==> config.mk <==
export PLATFORM = sky130hd
export DESIGN_NAME = pc_fetch_ctrl
export DESIGN_NICKNAME = d
export VERILOG_FILES = /design/src/rtl/fetch_pkg.sv /design/src/rtl/fetch_buf.sv /design/src/rtl/pc_fetch_ctrl.sv
export SDC_FILE = /design/constraint.sdc
export NUM_CORES = 1
export LEC_CHECK = 0
export CAP_MARGIN = 20
export CORE_MARGIN = 8
export CORE_UTILIZATION = 43
export DETAILED_ROUTE_END_ITERATION = 10
export PLACE_DENSITY_LB_ADDON = 0.15
export SLEW_MARGIN = 20
export SYNTH_ARGS = -nofsm -noshare
export SYNTH_HDL_FRONTEND = slang
export SYNTH_SLANG_ARGS = --single-unit
==> constraint.sdc <==
create_clock -name clk -period 5.8 [get_ports clk]
set_input_delay 1.16 -clock clk [delete_from_list [all_inputs] [get_ports clk]]
set_output_delay 1.16 -clock clk [all_outputs]
set_load 0.02 [all_outputs]
==> src/rtl/fetch_pkg.sv <==
// Shared types for the fetch sequencer: FSM state encoding and default widths.
package fetch_pkg;

  localparam int unsigned FETCH_N = 32;
  localparam int unsigned FETCH_W = 32;

  typedef enum logic [2:0] {
    S_IDLE  = 3'd0,
    S_REQ   = 3'd1,
    S_WAIT  = 3'd2,
    S_HOLD  = 3'd3,
    S_FLUSH = 3'd4,
    S_REDIR = 3'd5
  } state_e;

endpackage

==> src/rtl/fetch_buf.sv <==
// One-entry instruction holding register; loads in one cycle, output registered.
// Holds contents until accept or clear; clear wins over load.
module fetch_buf
  import fetch_pkg::*;
#(
  parameter int unsigned N = FETCH_N,
  parameter int unsigned W = FETCH_W
) (
  input  logic         clk,
  input  logic         rst,
  input  logic         load,
  input  logic         clear,
  input  logic         accept,
  input  logic [W-1:0] ld_data,
  input  logic [N-1:0] ld_pc,
  output logic         valid,
  output logic [W-1:0] data,
  output logic [N-1:0] pc
);

  logic         valid_q, valid_d;
  logic [W-1:0] data_q, data_d;
  logic [N-1:0] pc_q, pc_d;

  always_comb begin
    valid_d = valid_q;
    data_d  = data_q;
    pc_d    = pc_q;
    if (clear || accept) begin
      valid_d = 1'b0;
    end else if (load) begin
      valid_d = 1'b1;
      data_d  = ld_data;
      pc_d    = ld_pc;
    end
  end

  always_ff @(posedge clk or posedge rst) begin
    if (rst) begin
      valid_q <= 1'b0;
      data_q  <= '0;
      pc_q    <= '0;
    end else begin
      valid_q <= valid_d;
      data_q  <= data_d;
      pc_q    <= pc_d;
    end
  end

  assign valid = valid_q;
  assign data  = data_q;
  assign pc    = pc_q;

endmodule

==> src/rtl/pc_fetch_ctrl.sv <==
// Fetch sequencer: one read per PC, 3-cycle turn with 1-cycle memory; mem_req/mem_addr combinational.
// Stalls in HOLD while decode withholds ins_ready; redirects load the PC and drain stale reads.
module pc_fetch_ctrl
  import fetch_pkg::*;
#(
  parameter int unsigned N = FETCH_N,
  parameter int unsigned W = FETCH_W
) (
  input  logic         clk,
  input  logic         rst,
  input  logic         start,
  input  logic         halt,
  input  logic [N-1:0] pc_in,
  output logic         pc_load,
  output logic         pc_inc,
  output logic [N-1:0] pc_data,
  output logic         mem_req,
  output logic [N-1:0] mem_addr,
  input  logic         mem_gnt,
  input  logic         mem_rvalid,
  input  logic [W-1:0] mem_rdata,
  input  logic         br_valid,
  input  logic [N-1:0] br_target,
  output logic         ins_valid,
  output logic [W-1:0] ins_data,
  output logic [N-1:0] ins_pc,
  input  logic         ins_ready
);

  state_e       state_q, state_d;
  logic [N-1:0] fetch_addr_q, fetch_addr_d;
  logic         pc_load_q, pc_load_d;
  logic         pc_inc_q, pc_inc_d;
  logic [N-1:0] pc_data_q, pc_data_d;
  logic         buf_load, buf_clear, buf_accept;

  always_comb begin
    state_d      = state_q;
    fetch_addr_d = fetch_addr_q;
    pc_load_d    = 1'b0;
    pc_inc_d     = 1'b0;
    pc_data_d    = pc_data_q;
    buf_load     = 1'b0;
    buf_clear    = 1'b0;
    buf_accept   = 1'b0;

    if (br_valid) begin
      pc_load_d = 1'b1;
      pc_data_d = br_target;
      buf_clear = 1'b1;
    end

    case (state_q)
      // A redirect in IDLE defers start so the next REQ sees the loaded PC.
      S_IDLE: if (start && !br_valid) state_d = S_REQ;
      S_REQ: begin
        if (br_valid) begin
          state_d = mem_gnt ? S_FLUSH : S_REDIR;
        end else if (mem_gnt) begin
          state_d      = S_WAIT;
          fetch_addr_d = pc_in;
        end
      end
      S_WAIT: begin
        if (br_valid) begin
          state_d = mem_rvalid ? S_REDIR : S_FLUSH;
        end else if (mem_rvalid) begin
          buf_load = 1'b1;
          pc_inc_d = 1'b1;
          state_d  = S_HOLD;
        end
      end
      S_HOLD: begin
        if (br_valid) begin
          state_d = S_REDIR;
        end else if (ins_valid && ins_ready) begin
          buf_accept = 1'b1;
          state_d    = halt ? S_IDLE : S_REQ;
        end
      end
      // Orphan drained together with a new redirect: give the counter its load cycle.
      S_FLUSH: if (mem_rvalid) state_d = br_valid ? S_REDIR : S_REQ;
      S_REDIR: if (!br_valid) state_d = S_REQ;
      default: state_d = S_IDLE;
    endcase
  end

  always_ff @(posedge clk or posedge rst) begin
    if (rst) begin
      state_q      <= S_IDLE;
      fetch_addr_q <= '0;
      pc_load_q    <= 1'b0;
      pc_inc_q     <= 1'b0;
      pc_data_q    <= '0;
    end else begin
      state_q      <= state_d;
      fetch_addr_q <= fetch_addr_d;
      pc_load_q    <= pc_load_d;
      pc_inc_q     <= pc_inc_d;
      pc_data_q    <= pc_data_d;
    end
  end

  fetch_buf #(.N(N), .W(W)) u_buf (
    .clk     (clk),
    .rst     (rst),
    .load    (buf_load),
    .clear   (buf_clear),
    .accept  (buf_accept),
    .ld_data (mem_rdata),
    .ld_pc   (fetch_addr_q),
    .valid   (ins_valid),
    .data    (ins_data),
    .pc      (ins_pc)
  );

  assign mem_req  = (state_q == S_REQ);
  assign mem_addr = mem_req ? pc_in : '0;
  assign pc_load  = pc_load_q;
  assign pc_inc   = pc_inc_q;
  assign pc_data  = pc_data_q;

endmodule

## Word level (Yosys, flattened, before mapping)

Cells that the tools add are included.

- Bits of input ports: 104
- Logic and storage cells: 54
- Output and inout port bits: 132
- Bits in registers: 134

- Bitwise operators: 2
- Muxes and demuxes: 24
- Reductions and logical operators: 9
- Equal/unequal tests: 11

Operators with widths:

| operator | count |
|---|---|
| 32-bit two-way mux | 1 |
| 3-bit two-way mux | 10 |
| 3-bit one-hot mux with 6 select lines | 1 |
| 1-bit two-way mux | 12 |
| 3-bit by 2-bit == test with 1-bit output, second input constant | 2 |
| 3-bit == test, second input constant | 2 |
| 2-bit inequality test, second input constant | 3 |
| 3-bit inequality test, second input constant | 2 |
| 6-bit AND reduction | 1 |
| 3-bit by 1-bit == test with 1-bit output, second input constant | 1 |
| 3-bit zero test | 1 |
| 3-bit by 1-bit inequality test with 1-bit output, second input constant | 1 |
| 3-bit AND reduction | 1 |
| 1-bit logical AND | 2 |
| 1-bit NOT | 2 |
| 2-bit AND reduction | 1 |
| 2-bit nonzero test | 1 |
| 1-bit zero test | 1 |
| 1-bit logical OR | 1 |

## Depth between registers and ports, before layout

- Depth in word-level cells: 7
- Gate-level depth with buffers: 6

## Modules after synthesis

Synthesis repeated with hierarchy kept, for this count alone.

- Cells, all modules: 353
- Area, all modules: 5,698.0 µm²

Modules (own cells, without submodules):

| module | cells an instance | seq. area each (µm²) | instances | area each (µm²) |
|---|---|---|---|---|
| pc_fetch_ctrl | 213 | 1,726.7 | 1 | 2,969.1 |
| fetch_buf | 140 | 1,626.6 | 1 | 2,728.9 |

## Worst setup path after synthesis

OpenSTA, ideal clock, no wires.

- Kind: input to output
- From: in pc_in[0]
- To: out mem_addr[0]
- Buffers on the path: 0
- Cell stages on the path: 1
- Arrival time: 1.370 ns
- Slack: 3.270 ns
- Cell sequence: and2_1

- Word-level cells in the longest chain between the ends: 1

Ends and longest elaborated chain:

| element | RTL line | text |
|---|---|---|
| from (decl) | pc_fetch_ctrl.sv:13 | `input logic [N-1:0] pc_in,` |
| 32-bit two-way mux | pc_fetch_ctrl.sv:118 | `assign mem_addr = mem_req ? pc_in : '0;` |
| to (decl) | pc_fetch_ctrl.sv:18 | `output logic [N-1:0] mem_addr,` |

Every way passes these cells.

## Final worst setup path

- From: reg state_q[2]
- To: out mem_addr[0]

- Word-level cells in the longest chain between the ends: 2

Ends and longest elaborated chain:

| element | RTL line | text |
|---|---|---|
| from (decl) | pc_fetch_ctrl.sv:30 | `state_e state_q, state_d;` |
| from (signal assigned) | pc_fetch_ctrl.sv:96 | `state_q <= state_d;` |
| 3-bit by 1-bit == test with 1-bit output | pc_fetch_ctrl.sv:117 | `assign mem_req = (state_q == S_REQ);` |
| 32-bit two-way mux | pc_fetch_ctrl.sv:118 |  |

Every way passes these cells.

==> metrics.cfg <==
[run]
drv_cap=0

[drt]
via_count=3656
ant_nets=0
routed_wl_um=14200
avgViaCountPerCell=4.75
wl_per_cell_um=18.4
dr.pass1.iters=4
drc=0
drt-initial-drc-count=183

[global_route]
grt-ovfl-total=0
grt_pass1_wl_um=21800
grt_max_degree=57
antenna_found_initial=0
grt_pass1_vias=4025
track_usage_pct=17.3

[synthesis]
syn_avg_cell_area_um2=15.8
yosysWarnings=0
synth_edf_count=0
synthFlopType=dfrtp_1
synth-seq-cells=134
syn_area_mm2=0.00551
synthTopCellsByArea=dfrtp_1 61%, mux2_2 18%, mux2_4 10%
ys_async_sr_fraction_pct=100
syn_inst=348
yosysTopAreaCellShare_pct=60.8
synth_top_cell_by_area=dfrtp_1
synth_cell_types=30
synth_nets=452
yosysSeqAreaShare_pct=60.8

[place]
gp_congestion=0.750
portBuffers=235
dp_hpwl_um=10600

[pwr]
vdd_drop_max_uv=325
p_per_area_mw_per_mm2=471
p_leak_uw=0.00382

[floorplan]
dieArea_mm2=0.0167
fp.coreArea_mm2=0.0126
die_w_um=129
num_rows=41
die_y_um=129
ios=236
initial_core_util_pct=43.9

[setup_path]
start_kind=flop
end_kind=output pin
reg2reg_depth=4
crit_fanout=33
critPathArrivalTime_ns=2.74
worstPathRequired_ns=4.64
critPathKind=reg -> out

[sta]
finalSetupViolations=0
worst_pin_slew_ns=0.959
slew_headroom_pct=36.1
maxSlewViolCount=0
fin_skew_ns=0.00525
grt_setup_unrepaired=no
period_needed_ns=3.90
finalHoldViolCount=0
setup_tns_ns=0
max_freq_mhz=257
period_share_pct=67.2

[layout]
fin_nets=690
diodes=0
syn_to_final_growth_pct=54.8
drive_gt1_share_pct=27.1
fin_util_pct=67.9

[clocking]
cts_resized=0
htree_levels=4
cts_tree=done
root_buffer=clkbuf_16
clkTransAtPathRegs_ns=0.05
cts_buffers=17
cts_sinks=134
post_cts_buffers=0
clk_latency_ns=0.40
cts_hold_buf=0
clock_path_buffers=2

[hold_path]
hold_depth=1
hold_path.class=reg -> reg

[outcome]
outcome=complete, no violations

[placed cells by master, fill, tap and decap left out, types with 2 or more instances in the layout]
cell             count
clkbuf_1             4
nor3_1               2
nor2b_1              4
buf_4                4
dfrtp_1            134
nand3_1              2
inv_1                3
clkdlybuf4s50_1    234
and2_1              32
nand2_1              3
mux2_1               2
mux2_2              88
clkbuf_8             6
mux2_4              38
clkbuf_16           17
a21oi_1              2
o21ai_0              2
clkinv_2             2
[path summary, 6_finish.rpt]
| path | startpoint | endpoint | slack, ns |
|---|---|---|---|
| max in group asynchronous | rst | pc_data[22] | 3.67 |
| hold / removal | fetch_addr_q[24] | fetch_addr_q[24] | 0.49 |
| hold reg to reg | fetch_addr_q[24] | fetch_addr_q[24] | 0.49 |
| setup reg to reg | state_q[2] | u_buf.pc[20] | 3.43 |
| min in group asynchronous | rst | u_buf.data[12] | 1.09 |
| setup / recovery | state_q[2] | mem_addr[0] | 1.90 |
[flip-flops by register name, indices dropped and copies added (netlist names)]
name / count
pc_inc: 1
pc_load: 1
u_buf.pc: 32
pc_data: 32
u_buf.data: 32
u_buf.valid: 1
state_q: 3
fetch_addr_q: 32
[where the power goes]
| part | switching [uW] | leakage, uW | internal (uW) |
|---|---|---|---|
| clock | 354 | 0.000279 | 652 |
| combinational | 698 | 0.00185 | 871 |
| sequential | 191 | 0.00169 | 1250 |
[routing by layer]
metal,GRT usage [%],vias up,wire (um)
li1,-,1687,-
met1,18.3,1803,5400
met2,27.4,152,6760
met3,10.8,14,1850
met4,6.36,0,167
met5,0,-,0
[stage by stage]
| stage | power [uW] | setup slack (ns) | cells | area, um^2 | hold WS (ns) |
|---|---|---|---|---|---|
| after floorplan | 2280 | 1.06 | 348 | 5510 | 0.458 |
| after global placement | 3010 | 2.14 | 739 | 7970 | 0.469 |
| after detailed placement | 3050 | 2.13 | 739 | 7970 | 0.481 |
| after CTS | 4080 | 1.81 | 769 | 8530 | 0.494 |
| after global routing | 4230 | 1.66 | 769 | 8530 | 0.506 |
| final | 4010 | 1.90 | 769 | 8530 | 0.492 |
[cells by family (layout without fill, tap and decap cells)]
logic type / Yosys count / in the layout / share of synthesized area [%]
buf+inv: 24 / 273 / 2.95
simple gates: 51 / 51 / 6.13
compound gates: 11 / 11 / 1.38
mux: 128 / 128 / 28.7
flops: 134 / 134 / 60.8
[cells in the mapped netlist (all sizes together), types with 2 or more instances]
| library cell | n |
|---|---|
| and2 | 32 |
| buf | 18 |
| mux2 | 128 |
| inv | 4 |
| nor2 | 2 |
| o21ai | 2 |
| nand2 | 3 |
| clkbuf | 2 |
| dfrtp | 134 |
| nor2b | 4 |
| a21oi | 2 |
| nor3 | 2 |
| nand3 | 2 |
[critical path, cell delays in order (launching register included)]
cell,delay (ns)
dfrtp_1,0.52
nor2b_1,0.25
and2b_1,0.70
and2_1,0.24
clkdlybuf4s50_1,0.61
[area by class of cell]
type	instances	area, um^2
multi-input cells	190	2010
clock inverters	3	40.0
flip-flops and latches	134	3350
repair buffers	239	2380
fillers	930	4040
clock buffers	27	523
inverters	4	17.5
well taps	172	215
Note: power is estimated with default switching activity, not from simulation.
